$ cat config.mk
export PLATFORM = sky130hd
export DESIGN_NAME = filter_round_sched
export DESIGN_NICKNAME = d
export VERILOG_FILES = /design/src/rtl/filter_round_sched.sv
export SDC_FILE = /design/constraint.sdc
export NUM_CORES = 1
export LEC_CHECK = 0
export ABC_AREA = 1
export CAP_MARGIN = 20
export CORE_MARGIN = 4
export CORE_UTILIZATION = 46
export DETAILED_ROUTE_END_ITERATION = 7
export PLACE_DENSITY = 0.74
export SLEW_MARGIN = 20
export SYNTH_ARGS = -nofsm -noshare
export SYNTH_HDL_FRONTEND = slang
export SYNTH_SLANG_ARGS = --single-unit
$ cat constraint.sdc
create_clock -name clk -period 3.3 [get_ports clk]
set_input_delay 0.495 -clock clk [delete_from_list [all_inputs] [get_ports clk]]
set_output_delay 0.495 -clock clk [all_outputs]
set_load 0.02 [all_outputs]
$ cat src/rtl/filter_round_sched.sv
// filter_round_sched: runs a programmed number of filter rounds back to back.
// Each round arms (resets) the issue unit, releases it, waits for issue_done,
// then waits for the allocators to stay idle for DRAIN_CYCLES+1 cycles before
// the next round.  Per-round base address advances by the latched filter length.
//
// Optional feature macro: ROUND_TIMEOUT_EN
//   defined   -> 16-bit watchdog over ISSUE+DRAIN; on expiry jump to DONE, timeout=1
//   undefined -> no watchdog, timeout tied 0
module filter_round_sched #(
    parameter int unsigned ROUND_W        = 8,
    parameter int unsigned LEN_W          = 13,
    parameter int unsigned ADDR_W         = 16,
    parameter int unsigned DRAIN_CYCLES   = 4,
    parameter int unsigned TIMEOUT_CYCLES = 65535
) (
    input  logic               clk,
    input  logic               rst,
    input  logic               cfg_start,
    input  logic [ROUND_W-1:0] cfg_num_rounds,
    input  logic [LEN_W-1:0]   cfg_filter_length,
    input  logic [ADDR_W-1:0]  cfg_base_addr,
    output logic               issue_rst,
    output logic [LEN_W-1:0]   issue_length,
    output logic [ADDR_W-1:0]  issue_base_addr,
    input  logic               issue_done,
    input  logic               alloc_busy,
    output logic [ROUND_W-1:0] round_idx,
    output logic               round_start,
    output logic               busy,
    output logic               all_done,
    output logic               timeout
);

    typedef enum logic [2:0] {
        S_IDLE,
        S_ARM,
        S_ISSUE,
        S_DRAIN,
        S_NEXT,
        S_DONE
    } state_t;

    localparam logic [3:0] DRAIN_LOAD = 4'(DRAIN_CYCLES);

    // Parameter sanity: the drain counter is 4 bits, the watchdog 16 bits.
    if (DRAIN_CYCLES < 1 || DRAIN_CYCLES > 15) begin : g_bad_drain
        $error("DRAIN_CYCLES must be in 1..15");
    end
    if (TIMEOUT_CYCLES < 1 || TIMEOUT_CYCLES > 65535) begin : g_bad_timeout
        $error("TIMEOUT_CYCLES must be in 1..65535");
    end

    state_t             state;
    logic [ROUND_W-1:0] num_rounds;
    logic [3:0]         drain_cnt;
    logic [ADDR_W-1:0]  len_ext;
    logic [ROUND_W-1:0] last_idx;
    logic               wd_fire;
    logic               start_ok;

    // Address step and last-round index derived from the latched configuration.
    always_comb begin
        len_ext  = ADDR_W'(issue_length);
        last_idx = num_rounds - ROUND_W'(1);
        start_ok = cfg_start && ((state == S_IDLE) || (state == S_DONE));
    end

`ifdef ROUND_TIMEOUT_EN
    localparam logic [15:0] WD_LAST = 16'(TIMEOUT_CYCLES - 1);

    logic [15:0] wd_cnt;
    logic        timeout_q;

    // Watchdog fires on the TIMEOUT_CYCLES-th cycle spent in ISSUE or DRAIN.
    always_comb begin
        wd_fire = ((state == S_ISSUE) || (state == S_DRAIN)) && (wd_cnt == WD_LAST);
    end

    // Watchdog counter cleared while arming; sticky timeout flag cleared by a new run.
    always_ff @(posedge clk or negedge rst) begin
        if (!rst) begin
            wd_cnt    <= '0;
            timeout_q <= 1'b0;
        end else begin
            if (state == S_ARM) begin
                wd_cnt <= '0;
            end else if (((state == S_ISSUE) || (state == S_DRAIN)) && !wd_fire) begin
                wd_cnt <= wd_cnt + 16'd1;
            end
            if (wd_fire) begin
                timeout_q <= 1'b1;
            end else if (start_ok) begin
                timeout_q <= 1'b0;
            end
        end
    end

    assign timeout = timeout_q;
`else
    // Without the watchdog a hung issue unit stalls the sequencer.
    always_comb begin
        wd_fire = 1'b0;
    end

    assign timeout = 1'b0;
`endif

    // Round sequencer: state and all registered outputs move together.
    always_ff @(posedge clk or negedge rst) begin
        if (!rst) begin
            state           <= S_IDLE;
            num_rounds      <= '0;
            drain_cnt       <= '0;
            issue_rst       <= 1'b1;
            issue_length    <= '0;
            issue_base_addr <= '0;
            round_idx       <= '0;
            round_start     <= 1'b0;
            busy            <= 1'b0;
            all_done        <= 1'b0;
        end else begin
            case (state)
                S_IDLE, S_DONE: begin
                    issue_rst <= 1'b1;
                    if (cfg_start) begin
                        num_rounds      <= cfg_num_rounds;
                        issue_length    <= cfg_filter_length;
                        issue_base_addr <= cfg_base_addr;
                        round_idx       <= '0;
                        if (cfg_num_rounds == '0) begin
                            state       <= S_DONE;
                            all_done    <= 1'b1;
                            busy        <= 1'b0;
                            round_start <= 1'b0;
                        end else begin
                            state       <= S_ARM;
                            all_done    <= 1'b0;
                            busy        <= 1'b1;
                            round_start <= 1'b1;
                        end
                    end
                end

                S_ARM: begin
                    state       <= S_ISSUE;
                    issue_rst   <= 1'b0;
                    round_start <= 1'b0;
                end

                S_ISSUE: begin
                    if (wd_fire) begin
                        state     <= S_DONE;
                        issue_rst <= 1'b1;
                        busy      <= 1'b0;
                        all_done  <= 1'b1;
                    end else if (issue_done) begin
                        state     <= S_DRAIN;
                        issue_rst <= 1'b1;
                        drain_cnt <= DRAIN_LOAD;
                    end
                end

                S_DRAIN: begin
                    if (wd_fire) begin
                        state    <= S_DONE;
                        busy     <= 1'b0;
                        all_done <= 1'b1;
                    end else if (alloc_busy) begin
                        drain_cnt <= DRAIN_LOAD;
                    end else if (drain_cnt == '0) begin
                        state <= S_NEXT;
                    end else begin
                        drain_cnt <= drain_cnt - 4'd1;
                    end
                end

                S_NEXT: begin
                    if (round_idx == last_idx) begin
                        state    <= S_DONE;
                        busy     <= 1'b0;
                        all_done <= 1'b1;
                    end else begin
                        state           <= S_ARM;
                        round_idx       <= round_idx + ROUND_W'(1);
                        issue_base_addr <= issue_base_addr + len_ext;
                        round_start     <= 1'b1;
                    end
                end

                default: begin
                    state       <= S_IDLE;
                    issue_rst   <= 1'b1;
                    round_start <= 1'b0;
                    busy        <= 1'b0;
                    all_done    <= 1'b0;
                end
            endcase
        end
    end

endmodule

==> parameters.txt <==
Parameter                              Value

Yosys
  Seq cells post-synth ... 56
  Ys async rst share ... 100%
  Syn avg cell area ... 6.98 sq um
  Most common flop cell mapped by yosys ... sky130_fd_sc_hd__dfrtp_1
  Warning count from the yosys run ... 0
  Fraction of post-synthesis cell area in the top cell type by area ... 36.6%
  Post-synth EDFFs ... 0
  Post-synthesis cell type with the largest combined area ... sky130_fd_sc_hd__dfrtp_1
  Number of cells produced by synthesis ... 539
  Syn_nets ... 598
  Main area contributors after synthesis ... sky130_fd_sc_hd__dfrtp_1 (37%), sky130_fd_sc_hd__nand2_1 (19%), sky130_fd_sc_hd__inv_1 (6.4%)
  Sequential fraction of the synthesis area ... 37.3%
  Number of distinct library cell variants in the gate-level netlist after synthesis ... 35
  Synthesized area ... 3760 sq um

Power and ir drop
  Ratio of total power to cell area ... 985 nW/um^2
  Peak ir drop on the vdd network ... 541 uV
  Total leakage power ... 2.41 nW

Outcome
  Run status ... finished, final reports clean

Drt
  Routed wire length ... 9.71 mm
  Total number of vias ... 3,742
  Drc violations ... 0
  Iteration-0 DRC Markers ... 160
  Initial DRT Pass Iterations ... 5
  Per-cell routed wire length ... 13.5 um
  Antenna-violating nets left ... 0
  Routed vias/inst ... 5.19

Timing
  Endpoints failing hold ... 0
  Setup skew after layout ... 9.93 ps
  Final setup violating endpoints ... 0
  Final period utilization ... 69.9%
  Setup ws final ... 992 ps
  Worst-Margin Slew ... 938 ps
  Maximum clock rate ... 0.433 GHz
  Setup total negative slack ... 0 ps
  Time the final worst path needs with I/O delays and setup ... 2310 ps
  Slew headroom ... 37.3%
  Number of max-slew violations in the final report ... 0
  Unrepaired setup endpoints after global routing ... false

Global route
  Via count of the first global-routing pass ... 3,619
  Met3 Resource Use GR ... 3.00%
  Global-route met2 utilization ... 34.6%
  Maximum number of pins on one net before global-route repair ... 40
  First-pass GRT wire length ... 16.6 mm
  Initial antenna violation count ... 0
  GR peak layer ... met2
  Total track usage ... 20.5%
  Met1 Track Usage GR ... 27.2%
  Total congestion overflow ... 0

Layout
  Nets@finish ... 677
  Fraction of layout instances using a drive strength above 1 ... 6.95%
  Most used cells in the layout excluding fill and tap cells ... sky130_fd_sc_hd__nand2_1 (194), sky130_fd_sc_hd__clkdlybuf4s50_1 (81), sky130_fd_sc_hd__inv_1 (64)
  Area of the multi-input gates ... 2010 sq um
  Area occupied by registers ... 1400 sq um
  Antenna fix cells ... 0
  Final standard cell count with taps included and fillers excluded ... 721
  Layout fillers ... 781
  Syn-to-layout area delta ... 26.3%
  Most common cell after layout, fill and taps aside ... sky130_fd_sc_hd__nand2_1

CTS
  CTS clk-pin slew, worst paths ... 100 ps
  Worst skew pair latency ... 310 ps
  CTS resizes ... 0
  TritonCTS buffer count ... 5
  Number of setup buffers added after CTS ... 0
  Clock sink total ... 56
  Worst-case clock buffer depth ... 2
  Clock tree root driver cell ... sky130_fd_sc_hd__clkbuf_8
  Clock tree from TritonCTS ... built
  CTS H-tree depth ... 2
  Number of buffers inserted by hold repair at cts ... 0

Setup path
  End of the worst register-to-register path ... issue_base_addr[6]$_DFFE_PN0P_
  Worst Setup SP ... num_rounds[0]$_DFFE_PN0P_
  CP most frequent cell ... sky130_fd_sc_hd__nand2_1
  Setup CP Type ... flip-flop to flip-flop
  Worst Path Buf+Inv ... 3
  R2r startpoint ... num_rounds[0]$_DFFE_PN0P_
  Required time at the endpoint of the critical path ... 3510 ps
  Maximum fanout along the worst path ... 33
  Minimum setup slack among reg-to-reg paths ... 990 ps
  Worst Reg2Reg Path Length in Cells ... 15
  Slowest-stage cell, CP ... sky130_fd_sc_hd__dfrtp_1
  Critical Path Sink Type ... flip-flop
  Type of element launching the critical path ... flip-flop
  Crit path cell chain ... inv_2, ha_1, inv_1, nand2_1, nand2_1, nor2_1, nand2_1, nor2_1, nand2_1, nor2_2, nand3_4, nand2_4, inv_2, nand2_1, nand2_1
  Maximum cell stage delay along the critical path ... 410 ps
  Cell family with most CP delay ... simple AND/OR/NAND/NOR gates
  Arrival time at the worst endpoint ... 2520 ps

Place
  Post-detail-place hpwl ... 7.58 mm
  Total placed cells including tap cells ... 713
  PortBufs ... 82
  Setup WS pre-CTS ... 1010 ps
  Final RePlAce weighted congestion ... 0.932

Die
  Initial Utilization ... 47.9%
  Floorplan die area ... 9680 sq um
  Core region area ... 7850 sq um
  Die height ... 98.4 um
  # IOs ... 84
  Die W ... 98.4 um
  Total number of placement rows ... 32

Run
  MaxCap Viol Count ... 0

Worst hold path
  Class of the tightest hold or removal check ... input port to async pin
how the worst max path moves through the flow:
stage	end	slack [ps]	depth (start not counted)
global placement	num_rounds[4]$_DFFE_PN0P_	1060	5
CTS	issue_base_addr[6]$_DFFE_PN0P_	1010	15
finish	issue_base_addr[6]$_DFFE_PN0P_	990	15
detailed placement	issue_base_addr[6]$_DFFE_PN0P_	1010	15
floorplan	issue_base_addr[12]$_DFFE_PN0P_	1390	11
global route	issue_base_addr[5]$_DFFE_PN0P_	760	15
state kept, by name (all words and copies together), names as in the netlist, 3 cells and up:
signal,cells
drain_cnt,4
issue_base_addr,16
issue_length,13
num_rounds,8
round_idx,8
state,3
per-stage QoR:
| stage | utilization [%] | hold WS [ps] | total power (W) | area (sq um) |
|---|---|---|---|---|
| after floorplan | - | 199 | 0.00332 | 3760 |
| after global placement | 59.2 | 440 | 0.00416 | 4650 |
| after detailed placement | 59.2 | 448 | 0.00426 | 4650 |
| after CTS | 60.5 | 105 | 0.00470 | 4750 |
| after global routing | 60.5 | 119 | 0.00514 | 4750 |
| final | 60.5 | 95.8 | 0.00468 | 4750 |
cells by family (layout without fill, tap and decap cells):
kind of cell	after synthesis	in the layout	synth area share, %
muxes	13	13	3.86
xor gates and xnor gates	6	6	1.40
DFF	56	56	37.3
and+or+nand+nor	298	298	33.4
adders and majority gates	17	17	5.86
other	1	1	0.0997
buffers and inverters	85	165	9.25
AOI/OAI and AO/OA	63	63	8.79
power breakdown:
group          total (W)  internal [W]  switching [W]
Clock           0.000420      0.000192       0.000228
Combinational    0.00298       0.00118        0.00180
Sequential       0.00128      0.000985       0.000294
metal layers:
layer  wire (um)  vias up  share of wire, %
met5           0        -                 0
met1        4360     1758                45
met4         164        0               1.7
met2        4750      103                49
met3         433       12               4.5
li1            -     1869                 -
cell type report:
cell class | instances | share of cell area, %
multi-input combinational | 398 | 42.3
clock buffer | 8 | 2.11
inverter | 72 | 5.69
sequential | 56 | 29.5
tap | 102 | 2.69
timing repair buffer | 85 | 17.7
cell usage after synthesis, types with 5 or more instances:
library cell	instances
sky130_fd_sc_hd__a21oi_1	19
sky130_fd_sc_hd__buf_2	5
sky130_fd_sc_hd__dfrtp_1	55
sky130_fd_sc_hd__ha_1	16
sky130_fd_sc_hd__inv_1	64
sky130_fd_sc_hd__inv_2	8
sky130_fd_sc_hd__mux2_2	12
sky130_fd_sc_hd__nand2_1	194
sky130_fd_sc_hd__nand3_1	45
sky130_fd_sc_hd__nand4_1	7
sky130_fd_sc_hd__nor2_1	35
sky130_fd_sc_hd__o21ai_0	26
sky130_fd_sc_hd__o21ai_1	12
Power figures use the tool's default switching activity.
